`src/rtl/bf_async_read_master.sv`:
```
// bf_async_read_master: Blackfin async-memory read initiator with programmable
// setup/strobe/hold timing, ARDY extension with timeout, and a one-deep valid/ready output.
module bf_async_read_master #(
  parameter logic [2:0] BANK0_MASK  = 3'h0,
  parameter logic [2:0] BANK1_MASK  = 3'h1,
  parameter int         SETUP_CYC   = 1,
  parameter int         STROBE_CYC  = 2,
  parameter int         HOLD_CYC    = 1,
  parameter bit         ARDY_EN     = 1'b1,
  parameter int         TIMEOUT_CYC = 64
) (
  input  logic        BF_I_clk,
  input  logic        I_rst,
  input  logic        I_start,
  input  logic        I_bank,
  input  logic [12:0] I_startAddr,
  input  logic [13:0] I_len,
  output logic        O_busy,
  output logic        O_done,
  output logic        O_timeout,
  output logic [15:0] BF_O_addr,
  output logic        BF_O_bankSelect,
  output logic        BF_O_are,
  output logic        BF_O_awe,
  input  logic        BF_I_ardy,
  input  logic [15:0] BF_I_dataBus,
  output logic [15:0] O_data,
  output logic        O_dataValid,
  input  logic        I_dataReady
);
  typedef enum logic [2:0] {IDLE, SETUP, STROBE, HOLD, STALL, DONE} state_t;
  state_t state, state_n;
  logic        bank, tmo, last, fire, tmo_set, xfer;
  logic [12:0] addr;
  logic [13:0] rem;
  logic [15:0] cnt, wcnt, lim;
  assign xfer = O_dataValid & I_dataReady;
  assign lim = state == SETUP ? 16'(SETUP_CYC - 1) : state == STROBE ? 16'(STROBE_CYC - 1) : 16'(HOLD_CYC - 1);
  assign last = cnt >= lim;
  always_comb begin
    state_n = state;
    fire = 1'b0;
    tmo_set = 1'b0;
    case (state)
      IDLE:   if (I_start) state_n = I_len == 14'd0 ? DONE : SETUP;
      SETUP:  if (last) state_n = STROBE;
      STROBE: if (last) begin
        if (!ARDY_EN || BF_I_ardy) begin
          fire = 1'b1;
          state_n = HOLD;
        end else if (wcnt == 16'(TIMEOUT_CYC)) begin
          tmo_set = 1'b1;
          state_n = DONE;
        end
      end
      HOLD:   if (last) state_n = rem == 14'd0 ? DONE : (O_dataValid && !I_dataReady) ? STALL : SETUP;
      STALL:  if (xfer) state_n = SETUP;
      DONE:   if (!O_dataValid) state_n = IDLE;
      default: state_n = IDLE;
    endcase
  end
  always_ff @(posedge BF_I_clk or posedge I_rst) begin
    if (I_rst) begin
      state <= IDLE;
      cnt <= '0;
      wcnt <= '0;
      bank <= 1'b0;
      addr <= '0;
      rem <= '0;
      tmo <= 1'b0;
      O_data <= '0;
      O_dataValid <= 1'b0;
    end else begin
      state <= state_n;
      cnt <= state_n != state ? 16'd0 : cnt + 16'd1;
      if (state == IDLE && I_start) begin
        bank <= I_bank;
        addr <= I_startAddr;
        rem <= I_len;
        tmo <= 1'b0;
      end
      if (state == SETUP) wcnt <= '0;
      else if (state == STROBE && last && !fire && !tmo_set) wcnt <= wcnt + 16'd1;
      if (fire) begin
        O_data <= BF_I_dataBus;
        rem <= rem - 14'd1;
      end
      O_dataValid <= fire | (O_dataValid & ~I_dataReady);
      if (state == HOLD && last) addr <= addr + 13'd1;
      if (tmo_set) tmo <= 1'b1;
    end
  end
  assign O_busy = state != IDLE;
  assign O_done = state == DONE && !O_dataValid;
  assign O_timeout = O_done & tmo;
  assign BF_O_bankSelect = state == SETUP || state == STROBE || state == HOLD;
  assign BF_O_are = state == STROBE;
  assign BF_O_awe = 1'b0;
  assign BF_O_addr = BF_O_bankSelect ? {bank ? BANK1_MASK : BANK0_MASK, addr} : 16'h0000;
endmodule
```
`config.mk`:
```
export PLATFORM = sky130hd
export DESIGN_NAME = bf_async_read_master
export DESIGN_NICKNAME = d
export VERILOG_FILES = /design/src/rtl/bf_async_read_master.sv
export SDC_FILE = /design/constraint.sdc
export NUM_CORES = 1
export LEC_CHECK = 0
export ABC_AREA = 1
export CELL_PAD_IN_SITES_DETAIL_PLACEMENT = 1
export CELL_PAD_IN_SITES_GLOBAL_PLACEMENT = 1
export CORE_MARGIN = 8
export CORE_UTILIZATION = 35
export DETAILED_ROUTE_END_ITERATION = 7
export GPL_TIMING_DRIVEN = 1
export PLACE_DENSITY = 0.71
export REMOVE_ABC_BUFFERS = 1
export SYNTH_ARGS = -nofsm -noshare
export SYNTH_HDL_FRONTEND = slang
export SYNTH_SLANG_ARGS = --single-unit
```
`constraint.sdc`:
```
create_clock -name BF_I_clk -period 4.7 [get_ports BF_I_clk]
set_input_delay 0.705 -clock BF_I_clk [delete_from_list [all_inputs] [get_ports BF_I_clk]]
set_output_delay 0.705 -clock BF_I_clk [all_outputs]
set_load 0.03 [all_outputs]
```
## Word-level counts from Yosys, hierarchy flattened

Cells that the tools add are included.

- Flip-flop bits (word level): 81
- Output and inout bits: 39

- Equal/unequal tests: 7
- Add/sub/neg operators: 4
- Reduce and logical (&&, ||, !) cells: 21
- Multiplexer cells: 32
- $lt $le $gt $ge: 1
- Bitwise gates (word level): 5

Operators with widths:

| kind | count |
|---|---|
| 16-bit 2-to-1 mux | 3 |
| 14-bit 2-to-1 mux | 3 |
| 3-bit 2-to-1 mux | 11 |
| 16-bit by 1-bit adder with 16-bit output, second input constant | 2 |
| 14-bit zero test | 2 |
| 13-bit 2-to-1 mux | 2 |
| 3-bit case mux with 6 select lines | 1 |
| 16-bit by 7-bit == test with 1-bit output, second input constant | 1 |
| 16-bit by 1-bit greater-or-equal comparator with 1-bit output | 1 |
| 14-bit by 1-bit subtractor with 14-bit output, second input constant | 1 |
| 13-bit by 1-bit adder with 13-bit output, second input constant | 1 |
| 1-bit 2-to-1 mux | 12 |
| 2-bit nonzero test | 4 |
| 1-bit logical AND | 7 |
| 3-bit by 2-bit == test with 1-bit output, second input constant | 2 |
| 3-bit == test, second input constant | 2 |
| 1-bit zero test | 4 |
| 1-bit bitwise AND | 3 |
| 3-bit by 1-bit == test with 1-bit output, second input constant | 1 |
| 3-bit zero test | 1 |
| 3-bit inequality test | 1 |
| 3-bit nonzero test | 1 |
| 1-bit logical OR | 2 |
| 1-bit NOT | 1 |
| 1-bit bitwise OR | 1 |

## Longest topological paths before layout

Gate-level depths: netlist of run 1.

- Depth in word-level cells: 11
- Gate-level depth with buffers: 15

## Worst setup path before layout of run 1

Ideal clock, no wire load.

- Path type: register to output
- Start point: reg state[0]
- End point: out BF_O_addr[10]
- Setup slack: 2.139 ns
- Data arrival time: 1.856 ns
- Data required time: 3.995 ns
- Cell stages (with the launch flop): 6
- Path through: dfrtp_1 nor2_2 nor2_1 inv_1 clkbuf_1 nor2_1

- Cells in the longest elaborated chain, start to end: 4
- Elaborated cells between the ends (all ways): 6

RTL lines:

| what | line | source |
|---|---|---|
| start, declared | 32 | `state_t state, state_n;` |
| start signal, assigned | 74 | `state <= state_n;` |
| 3-bit by 1-bit == test with 1-bit output or 3-bit by 2-bit == test with 1-bit output (tied branches) | 96 | `assign BF_O_bankSelect = state == SETUP \|\| state == STROBE \|\| state == HOLD;` |
| 1-bit logical OR | 96 |  |
| 1-bit logical OR * | 96 |  |
| net BF_O_bankSelect | 22 | `output logic BF_O_bankSelect,` |
| 14-bit 2-to-1 mux * | 99 | `assign BF_O_addr = BF_O_bankSelect ? {bank ? BANK1_MASK : BANK0_MASK, addr} : 16'h0000;` |
| end, declared | 21 | `output logic [15:0] BF_O_addr,` |

The timed path passes the listed nets; every way through them passes the cells marked *.

## Final worst setup path of run 1

- Start point: reg state[1]
- End point: reg rem[1]

- Cells in the longest elaborated chain, start to end: 7
- Elaborated cells between the ends (all ways): 11

RTL lines:

| what | line | source |
|---|---|---|
| 3-bit by 2-bit == test with 1-bit output | 38, 44 |  |
| 1-bit 2-to-1 mux (2 in series) | 38 | `assign lim = state == SETUP ? 16'(SETUP_CYC - 1) : state == STROBE ? 16'(STROBE_CYC - 1) : 16'(HOLD_CYC - 1);` |
| 16-bit by 1-bit greater-or-equal comparator with 1-bit output | 39 | `assign last = cnt >= lim;` |
| 1-bit 2-to-1 mux | 47 | `STROBE: if (last) begin` |
| 1-bit 2-to-1 mux | 44 | `case (state)` |
| 14-bit 2-to-1 mux or 2-bit nonzero test (tied branches) | -- |  |
| end signal, assigned | 79 | `rem <= I_len;` |
| end signal, assigned | 86 | `rem <= rem - 14'd1;` |
| end, declared | 35 | `logic [13:0] rem;` |

Several ways; a longest one is shown, not always the timed one.
A chain may end at the register's enable or synchronous reset.

==> results of run 1 <==
[metal layers]
layer | vias to the layer above | share of wire [%] | global-route usage (%)
li1 | 2279 | - | -
met1 | 2225 | 46 | 20.27
met2 | 82 | 47 | 28.37
met3 | 24 | 4.5 | 3.777
met4 | 0 | 2.2 | 7.174
met5 | - | 0 | 0
[cells by family (layout without fill, tap and decap cells)]
kind of cell	Yosys count	count (layout)
DFF	81	81
adders and majority gates	6	6
AOI/OAI and AO/OA	70	70
xor gates and xnor gates	21	21
buffers and inverters	105	185
and+or+nand+nor	372	372
other	1	3
[through the flow]
step / utilization (%) / cells / power (mW) / hold WS [ns] / area, sq um
global placement: 42.51 / 903 / 2.851 / 0.4650 / 5854
finish: 44.66 / 918 / 3.600 / 0.4735 / 6151
CTS: 44.66 / 918 / 3.648 / 0.4815 / 6151
detailed placement: 42.51 / 903 / 2.918 / 0.4704 / 5854
global route: 44.66 / 918 / 3.857 / 0.5154 / 6151
floorplan: - / 637 / 2.243 / 0.4737 / 4772
[sequential cells by signal, summed over array words and instances, names as in the netlist]
signal       flops
O_data          16
O_dataValid      1
addr            13
bank             1
cnt             16
rem             14
state            3
tmo              1
wcnt            16
[worst paths after layout]
| check | end | slack [ns] | start | cells after the start |
|---|---|---|---|---|
| worst max-delay path | rem[1] | 1.59 | state[1] | 12 |
| worst min-delay path | O_data[3] | 0.47 | O_data[3] | 2 |
| worst max register to register | rem[1] | 1.59 | state[1] | 12 |
| worst min register to register | O_data[3] | 0.47 | O_data[3] | 2 |
| max in group asynchronous | rem[4] | 2.88 | I_rst | 3 |
| min in group asynchronous | O_data[12] | 0.89 | I_rst | 2 |
[cells in the final DEF (no fill, tap or decap), drive strengths merged]
master / synthesis / routed
o22ai: 2 / 2
nor3: 29 / 29
ha: 6 / 6
xnor2: 5 / 5
nor2: 102 / 102
nor4: 7 / 7
clkdlybuf4s50: 0 / 84
bufinv: 0 / 1
nand4: 25 / 25
dfrtp: 81 / 81
nand2: 158 / 158
a21oi: 16 / 16
o221ai: 6 / 6
nand3: 48 / 48
o21ai: 37 / 37
or2: 1 / 1
conb: 1 / 3
and3: 1 / 1
clkinvlp: 0 / 2
buf: 15 / 2
o211ai: 6 / 6
clkinv: 1 / 3
xor2: 16 / 16
a31o: 1 / 1
o31ai: 1 / 1
inv: 83 / 82
nand3b: 1 / 1
a31oi: 1 / 1
clkbuf: 6 / 11
[report_power, final]
group          switching (mW)  total (mW)  internal, mW
combinational            1.19        1.80         0.613
sequential              0.181        1.09         0.907
clock                   0.284       0.708         0.424
total                    1.66        3.60          1.94
[synthesized netlist by cell type (all sizes together)]
cell,number
nand3,48
a31oi,1
nor3,29
clkbuf,6
nor4,7
buf,15
xor2,16
ha,6
dfrtp,81
and3,1
nand4,25
nand2,158
o211ai,6
inv,83
o31ai,1
a21oi,16
o221ai,6
conb,1
or2,1
o21ai,37
nor2,102
a31o,1
xnor2,5
o22ai,2
nand3b,1
clkinv,1
[worst max-delay path, cell delays in order, from the launching register on]
cell and delay, ns:
dfrtp_1 0.51, inv_2 0.12, nor3_4 0.25, ha_1 0.20
nor2_1 0.05, nand3_1 0.11, inv_1 0.08, nand3_2 0.12
nand2_4 0.09, nor2_4 0.55, inv_2 0.41, nand2_1 0.32
o221ai_1 0.15
[area by class of cell]
type / instances / area share (%)
well taps: 180 / 3.662
clock buffers: 11 / 3.946
inverters: 84 / 5.146
repair buffers: 86 / 13.91
multi-input cells: 472 / 39.50
clock inverters: 4 / 0.8747
flip-flops and latches: 81 / 32.95
==> run metrics, run 1 <==
status=finished clean; PortBufs=84; total of max-cap violations=0; Clock Skews=0.006284 ns; clk_lat worst skew=0.34 ns; Arrival @ worst endpoint=3.31 ns; initial antenna violation count=0; CP max FO=32; FF+latch count, synth=81; CTS tree=yes; Max-slew headroom=34.67%; Diodes inserted=0; Leakage=2.726 nW; Clock Tree Root=clkbuf_16; largest family of logic cells by synthesized area=simple AND/OR/NAND/NOR gates; clock buffer count from CTS=9; Setup TNS=0 ns; fraction of layout cells with a size suffix above 1=7.182%; drt pass-1 iters=4; routed vias/inst=5.022; post-CTS setup buffers=0; Initial DRC Count=167; Die Y=134.2 um; synthesized area=4893 sq um; multiplexer share of the synthesized area=0%; Max VDD drop=0.2699 mV; row count=43; slack of the critical path=1.588 ns; clock slew at reported path FFs=0.06 ns; Post-Synth XOR/XNOR Area=3.759%; via count=4610; routed wire length=14520 um; GR Overflow Total=0; vias in the first global route=5119; Pwr per Cell Area=585.3 nW/um^2; post-DP HPWL=11010 um; Synth Area in Simple Gates=36.00%; DRC viols=0; Routed Antenna Nets=0; largest cells by area after synthesis=dfrtp_1 41%, nand2_1 12%, nor2_1 6.4%; largest net degree at the start of global routing=56; setup violators final=0; unrepaired setup endpoints after global routing=no; clock sinks=81; Startpoint Class=register; min Tclk post-route=3.112 ns; top-area cell type share of the netlist area=41.42%; adder-cell share of the synthesized area=1.534%; crit path kind=register to register; Crit. End Element=register; I/O pin count=88; Avg WL per Cell=15.81 um; CTS H-tree lvls=3; Core ar.=13770 sq um; max-slew violation count=0; Final period util=66.22%; post-cts sizing count=0; Yosys warning total=0; Compound-Gate Fraction of Synth Area=8.131%; register area share after synthesis=41.42%; Total Die Area=18020 sq um; Chip Width=134.2 um; P&R area growth vs syn=25.70%; layout net count=789; number of fill cells=1750; Hold Buf Count CTS=0; area of the multi-input gates=2430 sq um; starting density of the core=35.53%; routability cong.=0.8329; Hold Violations, Final=0; first-pass GRT wire length=24970 um; worst-margin pin slew=0.9788 ns; Hold WC Path Type=register to register; setup slack at placement=1.569 ns; area leader, netlist=dfrtp_1; Overall Global Routing Usage=16.86%; Synth Area per Inst=7.460 sq um; Yosys cell types=38; register area=2027 sq um; Required @ worst endpoint=4.90 ns; Fmax=321.3 MHz; Max clock buf depth=2; Gate Count Post-Synth=656
(Power assumes the default switching activity.)
==> inputs of run 2 (changes only) <==
Settings changed: PLACE_DENSITY 0.71 to 0.74.
Clock period 4.7 ns to 2.55 ns, I/O delays scaled along.
==> run 2 against run 1 <==
Compared with the run above:
- clock-buffer cell count fell by 2
- sequential power rose by 83%
- cell count rose by 1.4%
- via count rose by 1.5%
- clock power rose by 89%
- total power rose by 88%
- utilization rose by 1.2 points
- design area rose by 2.7%
- setup slack got worse by 1.5 ns
- worst hold slack got worse by 0.098 ns
- clock skew rose by 0.0012 ns
- die area did not move
==> run metrics, run 2 (same netlist as run 1, synthesis figures left out) <==
status=finished clean; layout net count=801; biggest regs=O_data: 16 flops, cnt: 16 flops, wcnt: 16 flops; Pwr per Cell Area=1074 nW/um^2; post-route insts no fill=931; Clock Skews=0.007518 ns; routed wire length=14560 um; Required @ worst endpoint=2.17 ns; fraction of layout cells with a size suffix above 1=9.321%; fin area=6316 sq um; min Tclk post-route=2.419 ns; clock sinks=81; most common cell after layout, fill and taps aside=nand2_1; Routed Antenna Nets=0; Fmax=413.4 MHz; Clock Tree Root=clkbuf_16; PortBufs=84; max-slew violation count=0; end-of-flow core utilization=45.86%; unrepaired setup endpoints after global routing=no; Hold WC Path Type=primary input to async pin; Initial DRC Count=250; drt pass-1 iters=4; Diodes inserted=0; Avg WL per Cell=15.64 um; clock buffer count from CTS=9; Core ar.=13770 sq um; Arrival @ worst endpoint=2.04 ns; crit path kind=register to output pin; via count=4680; first-pass GRT wire length=25150 um; CP max FO=8; largest net degree at the start of global routing=31; Hold Violations, Final=0; routed vias/inst=5.027; Max clock buf depth=2; Power Total=6.784 mW; most frequent cells in the layout=154 x nand2_1, 84 x nor2_1, 79 x dfrtp_1; Max-slew headroom=63.79%; slack of the critical path=0.1309 ns; Overall Global Routing Usage=17.11%; CTS tree=yes; Max VDD drop=0.4820 mV; clock slew at reported path FFs=0.07 ns; setup violators final=0; Total Die Area=18020 sq um; routability cong.=0.7942; setup slack at placement=0.08146 ns; Leakage=2.947 nW; vias in the first global route=5087; total of max-cap violations=0; GR Overflow Total=0; hold_ws=0.3759 ns; Placement Cell Area=5982 sq um; initial antenna violation count=0; Hold Buf Count CTS=0; I/O pin count=88; worst-margin pin slew=0.5426 ns; DRC viols=0; row count=43; Inst Count DP=915; Die Y=134.2 um; starting density of the core=35.53%; post-DP HPWL=10940 um; Setup TNS=0 ns; Final period util=94.87%; Chip Width=134.2 um; P&R area growth vs syn=29.07%; clk_lat worst skew=0.35 ns; Startpoint Class=register; Crit. End Element=output pin; CTS H-tree lvls=3
[run 2: cell count changes in the layout (fill, tap and decap cells not counted), moves of 2 or more]
| cell | change |
|---|---|
| clkdlybuf4s50_1 | -14 |
| dlygate4sd2_1 | +4 |
| buf_12 | +3 |
| dfrtp_1 | -2 |
| dfrtp_2 | +2 |
| dlymetal6s2s_1 | +10 |
| buf_4 | +9 |
[run 2: path summary, 6_finish.rpt]
check                           from         to  slack (ns)  depth (start not counted)
min                            I_rst  O_data[3]        0.38                          2
min reg2reg                O_data[1]  O_data[1]        0.47                          2
max                         state[2]   BF_O_are        0.13                          3
max reg2reg                 state[0]    cnt[15]        0.17                         13
max in group asynchronous      I_rst   state[1]        1.62                          3
min in group BF_I_clk      O_data[1]  O_data[1]        0.47                          2
[run 2: worst max-delay path, cell delays in order, from the launching register on]
cell and delay [ns]:
dfrtp_1 0.42, buf_4 0.19, nor3_1 0.32, clkdlybuf4s50_1 0.75
[run 2: layout make-up]
class / instances / area (sq um)
multi-input cells: 472 / 2435
repair buffers: 98 / 1003
flip-flops and latches: 81 / 2029
clock buffers: 9 / 225.2
fillers: 1740 / 7457
inverters: 84 / 319.1
well taps: 180 / 225.2
clock inverters: 7 / 78.83
[run 2: metal layers]
layer	track usage [%]	part of all wire [%]	wire length [um]
met1	20.53	44	6469
met2	28.81	49	7069
met3	3.740	5.0	735
met4	7.486	2.0	288
met5	0	0	0
[run 2: where the power goes]
group	total, mW	leakage (nW)	internal (mW)	switching, mW
Combinational	3.44	1.76	1.22	2.23
Sequential	2.00	1.04	1.67	0.328
Clock	1.34	0.138	0.765	0.574
Total	6.78	2.95	3.66	3.13
[run 2: repair_timing]
item,in CTS,in global routing
setup buffers,0,0
resized for setup,8,11
setup endpoints to repair,14,42
